File: src/rtl/mult_div_unit.sv
//------------------------------------------------------------------------------
// mult_div_unit: iterative 32-bit MULT/MULTU/DIV/DIVU unit (shift-add / restoring)
// Revision: 1.0
//------------------------------------------------------------------------------
`default_nettype none

module mult_div_unit (
  input  logic        CLK,
  input  logic        RST,
  input  logic        start,
  input  logic [1:0]  op,
  input  logic [31:0] port_a,
  input  logic [31:0] port_b,
  input  logic        cancel,
  output logic        busy,
  output logic        done,
  output logic        dz,
  output logic [31:0] hi,
  output logic [31:0] lo
);

  typedef logic [31:0] word_t;

  typedef enum logic [1:0] {
    IDLE = 2'd0,
    CALC = 2'd1,
    FIX  = 2'd2
  } state_t;

  state_t      r_state;
  state_t      w_state_nxt;
  logic [4:0]  r_cnt;
  logic [1:0]  r_op;
  logic        r_sign_a;
  logic        r_sign_b;
  logic        r_dz;
  word_t       r_a_raw;
  word_t       r_mag_a;
  word_t       r_mag_b;
  logic [63:0] r_acc;
  word_t       r_rem;
  word_t       r_quo;
  word_t       r_hi;
  word_t       r_lo;
  logic        r_dz_out;
  logic        r_done;

  logic        w_signed;
  logic        w_sa;
  logic        w_sb;
  word_t       w_mag_a;
  word_t       w_mag_b;
  logic [32:0] w_sum;
  logic [32:0] w_shift;
  logic        w_ge;
  word_t       w_diff;
  logic [63:0] w_prod;
  word_t       w_fix_hi;
  word_t       w_fix_lo;

  // Signed ops work on two's-complement magnitudes; 0x80000000 stays 0x80000000.
  assign w_signed = ~op[0];
  assign w_sa     = w_signed & port_a[31];
  assign w_sb     = w_signed & port_b[31];
  assign w_mag_a  = w_sa ? (~port_a + 32'd1) : port_a;
  assign w_mag_b  = w_sb ? (~port_b + 32'd1) : port_b;

  assign w_sum    = {1'b0, r_acc[63:32]} + (r_acc[0] ? {1'b0, r_mag_a} : 33'd0);

  assign w_shift  = {r_rem, r_quo[31]};
  assign w_ge     = (w_shift >= {1'b0, r_mag_b});
  assign w_diff   = w_shift[31:0] - r_mag_b;

  always_comb begin
    w_prod   = r_acc;
    w_fix_hi = r_acc[63:32];
    w_fix_lo = r_acc[31:0];
    if (r_dz) begin
      w_fix_hi = r_a_raw;
      w_fix_lo = 32'hFFFF_FFFF;
    end else if (r_op[1]) begin
      w_fix_hi = r_sign_a ? (~r_rem + 32'd1) : r_rem;
      w_fix_lo = (r_sign_a ^ r_sign_b) ? (~r_quo + 32'd1) : r_quo;
    end else begin
      // Sign flags are zero for MULTU, so no op check is needed here.
      if (r_sign_a ^ r_sign_b) w_prod = ~r_acc + 64'd1;
      w_fix_hi = w_prod[63:32];
      w_fix_lo = w_prod[31:0];
    end
  end

  always_ff @(posedge CLK or posedge RST) begin
    if (RST) r_state <= IDLE;
    else     r_state <= w_state_nxt;
  end

  always_comb begin
    w_state_nxt = r_state;
    unique case (r_state)
      IDLE: if (start) w_state_nxt = CALC;
      CALC: begin
        if (cancel)            w_state_nxt = IDLE;
        else if (r_cnt == 5'd0) w_state_nxt = FIX;
      end
      FIX:     w_state_nxt = IDLE;
      default: w_state_nxt = IDLE;
    endcase
  end

  always_ff @(posedge CLK or posedge RST) begin
    if (RST) begin
      r_cnt    <= 5'd0;
      r_op     <= 2'd0;
      r_sign_a <= 1'b0;
      r_sign_b <= 1'b0;
      r_dz     <= 1'b0;
      r_a_raw  <= '0;
      r_mag_a  <= '0;
      r_mag_b  <= '0;
      r_acc    <= '0;
      r_rem    <= '0;
      r_quo    <= '0;
      r_hi     <= '0;
      r_lo     <= '0;
      r_dz_out <= 1'b0;
      r_done   <= 1'b0;
    end else begin
      r_done <= 1'b0;
      unique case (r_state)
        IDLE: begin
          if (start) begin
            r_op     <= op;
            r_sign_a <= w_sa;
            r_sign_b <= w_sb;
            r_dz     <= op[1] & (port_b == 32'd0);
            r_a_raw  <= port_a;
            r_mag_a  <= w_mag_a;
            r_mag_b  <= w_mag_b;
            r_acc    <= {32'd0, w_mag_b};
            r_rem    <= '0;
            r_quo    <= w_mag_a;
            r_cnt    <= 5'd31;
          end
        end
        CALC: begin
          // Both datapaths step every cycle; only the one matching r_op is used at FIX.
          r_cnt <= r_cnt - 5'd1;
          r_acc <= {w_sum, r_acc[31:1]};
          r_rem <= w_ge ? w_diff : w_shift[31:0];
          r_quo <= {r_quo[30:0], w_ge};
        end
        FIX: begin
          if (!cancel) begin
            r_hi     <= w_fix_hi;
            r_lo     <= w_fix_lo;
            r_dz_out <= r_dz;
            r_done   <= 1'b1;
          end
        end
        default: ;
      endcase
    end
  end

  assign busy = (r_state != IDLE);
  assign done = r_done;
  assign dz   = r_dz_out;
  assign hi   = r_hi;
  assign lo   = r_lo;

endmodule

`default_nettype wire

File: config.mk
export PLATFORM = sky130hd
export DESIGN_NAME = mult_div_unit
export DESIGN_NICKNAME = d
export VERILOG_FILES = /design/src/rtl/mult_div_unit.sv
export SDC_FILE = /design/constraint.sdc
export NUM_CORES = 1
export LEC_CHECK = 0
export ABC_AREA = 0
export ABC_CLOCK_PERIOD_IN_PS = 12700
export BUFFER_PORTS_ARGS = -buffer_cell sky130_fd_sc_hd__buf_2
export CORE_MARGIN = 2
export CORE_UTILIZATION = 46
export DETAILED_ROUTE_END_ITERATION = 6
export MAX_ROUTING_LAYER = met4
export PLACE_DENSITY = 0.7
export SLEW_MARGIN = 30
export SYNTH_ARGS = -nofsm -noshare
export SYNTH_HDL_FRONTEND = slang
export SYNTH_SLANG_ARGS = --single-unit
File: constraint.sdc
create_clock -name CLK -period 12.7 [get_ports CLK]
set_input_delay 3.175 -clock CLK [delete_from_list [all_inputs] [get_ports CLK]]
set_output_delay 3.175 -clock CLK [all_outputs]
set_load 0.1 [all_outputs]
==> summary.md <==
| Metric | Value |
|---|---|
| Overall via count from detail_route | 17,928 |
| First-pass GRT wire length | 98,800 um |
| Worst path max stage delay | 560 ps |
| Syn nets | 2,449 |
| Commonest non-fill, non-tap cell in the layout | dfrtp_1 |
| Sw frac | 44.1% |
| # resized after CTS | 0 |
| Synthesized area per cell | 8.51 um^2 |
| Status | finished, final reports clean |
| Vias in the first global route | 16,667 |
| Max Clk Rate | 176 MHz |
| Crit path top cell by count | or4_1 |
| Post-DR vias/cell | roughly 6.1 |
| Initial antenna violation count | 3 |
| Iteration-0 DRC count of the detailed router | approximately 2,000 |
| Total grt overflow | 0 |
| Clk sinks | 300 |
| Worst-path clk slew | 60 ps |
| CTS buffer count | 36 |
| Pre-antenna DRT Iters | 6 |
| GRT Total Usage | 29.6% |
| Worst-skew pair later-pin latency | 570 ps |
| Tightest Hold Check Type | flip-flop to flip-flop |
| Initial Utilization | 46.7% |
| Worst slew margin | 35.1% |
| WL per Instance | 22.0 um |
| Logic pwr share | 45.7% |
| Worst hold slack | 473 ps |
| Worst setup endpoint | r_acc[28] |
| I/O Buffers | 136 |
| Largest net degree at the start of global routing | 162 |
| Leak | 10.3 nW |
| Required time worst endpoint | 13,140 ps |
| R2r endpoint | r_rem[4] |
| Setup Viol. Count Final | 0 |
| Die area | 44,400 um^2 |
| VDD IR max | 106 uV |
| Max-Cap Viols | 0 |
| Seq/Total Area, Yosys | 38.2% |
| Fin Setup TNS | 0 ps |
| CP Class | primary input to flip-flop |
| Sw Pwr | 2.12 mW |
| Final ANT Viol Nets | 0 |
| P_int | 2.69 mW |
| Post-Syn Instances | 2,306 |
| Final net count | ~2,500 |
| R2R depth | 12 |
| Slowest-stage cell, CP | or4_1 |
| Synth top area cells | dfrtp_1 (38%), xnor2_1 (6.1%), nand2_1 (5.1%) |
| Clock network fraction of total power | 21.3% |
| Final WL | ~64,000 um |
| Final HPWL DP | 46,400 um |
| Yosys top cell by area | dfrtp_1 |
| Sequential Power Share | between 30% and 40% |
| P&R area growth vs syn | 11.2% |
| Final min period | 5690 ps |
| Cts hold-fix bufs | 0 |
| Die width | 211 um |
| Post-CTS Repair Setup Buffers | 0 |
| Root Driver | clkbuf_16 |
| EDFF count, synth | 0 |
| Drt drc | 0 |
| Max Clock Skew | roughly 24 ps |
| Critical path fanouts, max | 4 |
| Core ar. | between 40,000 and 50,000 um^2 |
| CP Capture Type | flip-flop |
| Critical Path AT | just over 6000 ps |
| Primary FF master, synth | dfrtp_1 |
| R2R setup slack | 8250 ps |
| FF-to-FF Start | r_rem[7] |
| Clk buf depth | 3 |
| Top Ports | around 140 |
| Asr flop ratio synth | 100% |
| Die height | 211 um |
| Least-Margin Pin Slew | 974 ps |
| CTS tree | done |
| Placer Congestion | 0.942 |
| Max Transition Viols Final | 0 |
| Fin crit share | between 40% and 50% |
| Endpoints failing hold | 0 |
| Mapped Area | slightly below 20,000 um^2 |
| RSZ-0062 raised after global routing | false |
| Cell variety after synth | 80 |
| Most frequent cells in the layout | dfrtp_1 (298), nand2_1 (267), nor2_1 (190) |
| Ys Warns | 0 |
| CP Launch Type | primary input |
| Layout cell share with drive strength beyond 1 | 10.6% |
| Yosys top cell area share | 38.2% |
| Htree depth | 2 |
| P per Cell Area | 220 nW/um^2 |
| Rows | 75 |
| Flops & latches, synth | 300 |
| CP cell instances | buf_2, or4_1, or3_1, or4_1, nor3_2, nand2b_1, nor4_2, a21oi_1, xnor2_1, nor2_1, a221o_1 |
| Setup crit start | port_b[15] |
[power by group through the flow]
stage | clock network (mW) | registers, mW | logic [mW]
after floorplan | 0 | 1.43 | 1.69
after global placement | 0 | 1.57 | 2.11
after detailed placement | 0 | 1.58 | 2.15
after CTS | 1.04 | 1.57 | 2.17
after global routing | 1.07 | 1.61 | 2.42
final | 1.03 | 1.58 | 2.20
[how the worst min path moves through the flow]
stage	slack [ps]	endpoint	start	cells after the start
global placement	450	r_a_raw[23]	r_a_raw[23]	2
finish	470	r_mag_a[17]	r_mag_a[17]	1
CTS	470	r_a_raw[23]	r_a_raw[23]	2
detailed placement	450	r_a_raw[23]	r_a_raw[23]	2
floorplan	440	r_a_raw[23]	r_a_raw[23]	2
global route	480	r_mag_a[31]	r_mag_a[31]	1
[critical path, delay by kind of cell]
kind,cells,cell delay [ps]
AND/OR/NAND/NOR,7,2190
AO/OA/AOI/OAI,2,420
XOR/XNOR,1,200
buffers and inverters,1,120
[sequential cells by signal, summed over array words and instances (netlist names), 2 cells and up]
register	cells
r_cnt	5
r_quo	32
r_a_raw	32
r_mag_b	32
hi	32
r_rem	32
r_mag_a	31
lo	32
r_state	2
r_acc	64
[synthesized netlist by cell type, drive strengths merged (31+ instances only)]
cell type  instances
a21o              89
a21oi            184
a221o             61
and2              37
clkbuf           123
dfrtp            300
ha                71
inv               81
nand2            270
nand3             70
nor2             192
nor3              37
o21ai            199
o31ai             31
xnor2            136
xor2              80
[logic make-up (layout without fill, tap and decap cells)]
logic type	count (synthesis)	in the layout	share of synthesized area, %
mux	23	23	1.24
buf+inv	225	298	4.40
compound gates	700	700	23.0
simple gates	769	769	18.7
xor+xnor	216	216	9.64
fa+ha+maj	73	73	4.73
flops	300	300	38.2
other cells	0	3	0
[layout make-up]
cell class / instances / area, um^2
sequential: 300 / 7510
timing repair buffer: 155 / 860
tap: 539 / 674
antenna: 3 / 7.51
clock inverter: 9 / 87.6
fill: 3921 / 20200
clock buffer: 53 / 1060
inverter: 81 / 312
multi-input combinational: 1781 / 11300
[through the flow]
step | cells | setup WS, ps | total power [mW] | area, um^2 | util (%)
3_3_place_gp | 2855 | 6570 | 3.68 | 20600 | 49.1
4_1_cts | 2917 | 7080 | 4.77 | 21800 | 51.8
2_1_floorplan | 2306 | 1240 | 3.12 | 19600 | -
3_5_place_dp | 2855 | 6530 | 3.73 | 20600 | 49.1
6_report | 2921 | 7010 | 4.81 | 21800 | 51.9
5_1_grt | 2921 | 6850 | 5.10 | 21800 | 51.9
[metal layers]
metal,share of wire [%],vias up,global-route usage (%)
met5,0,-,-
met4,3.1,0,9.49
met3,7.7,114,4.47
met2,45,763,44.5
met1,45,8731,41.3
li1,-,8320,-
(Power assumes the default switching activity.)
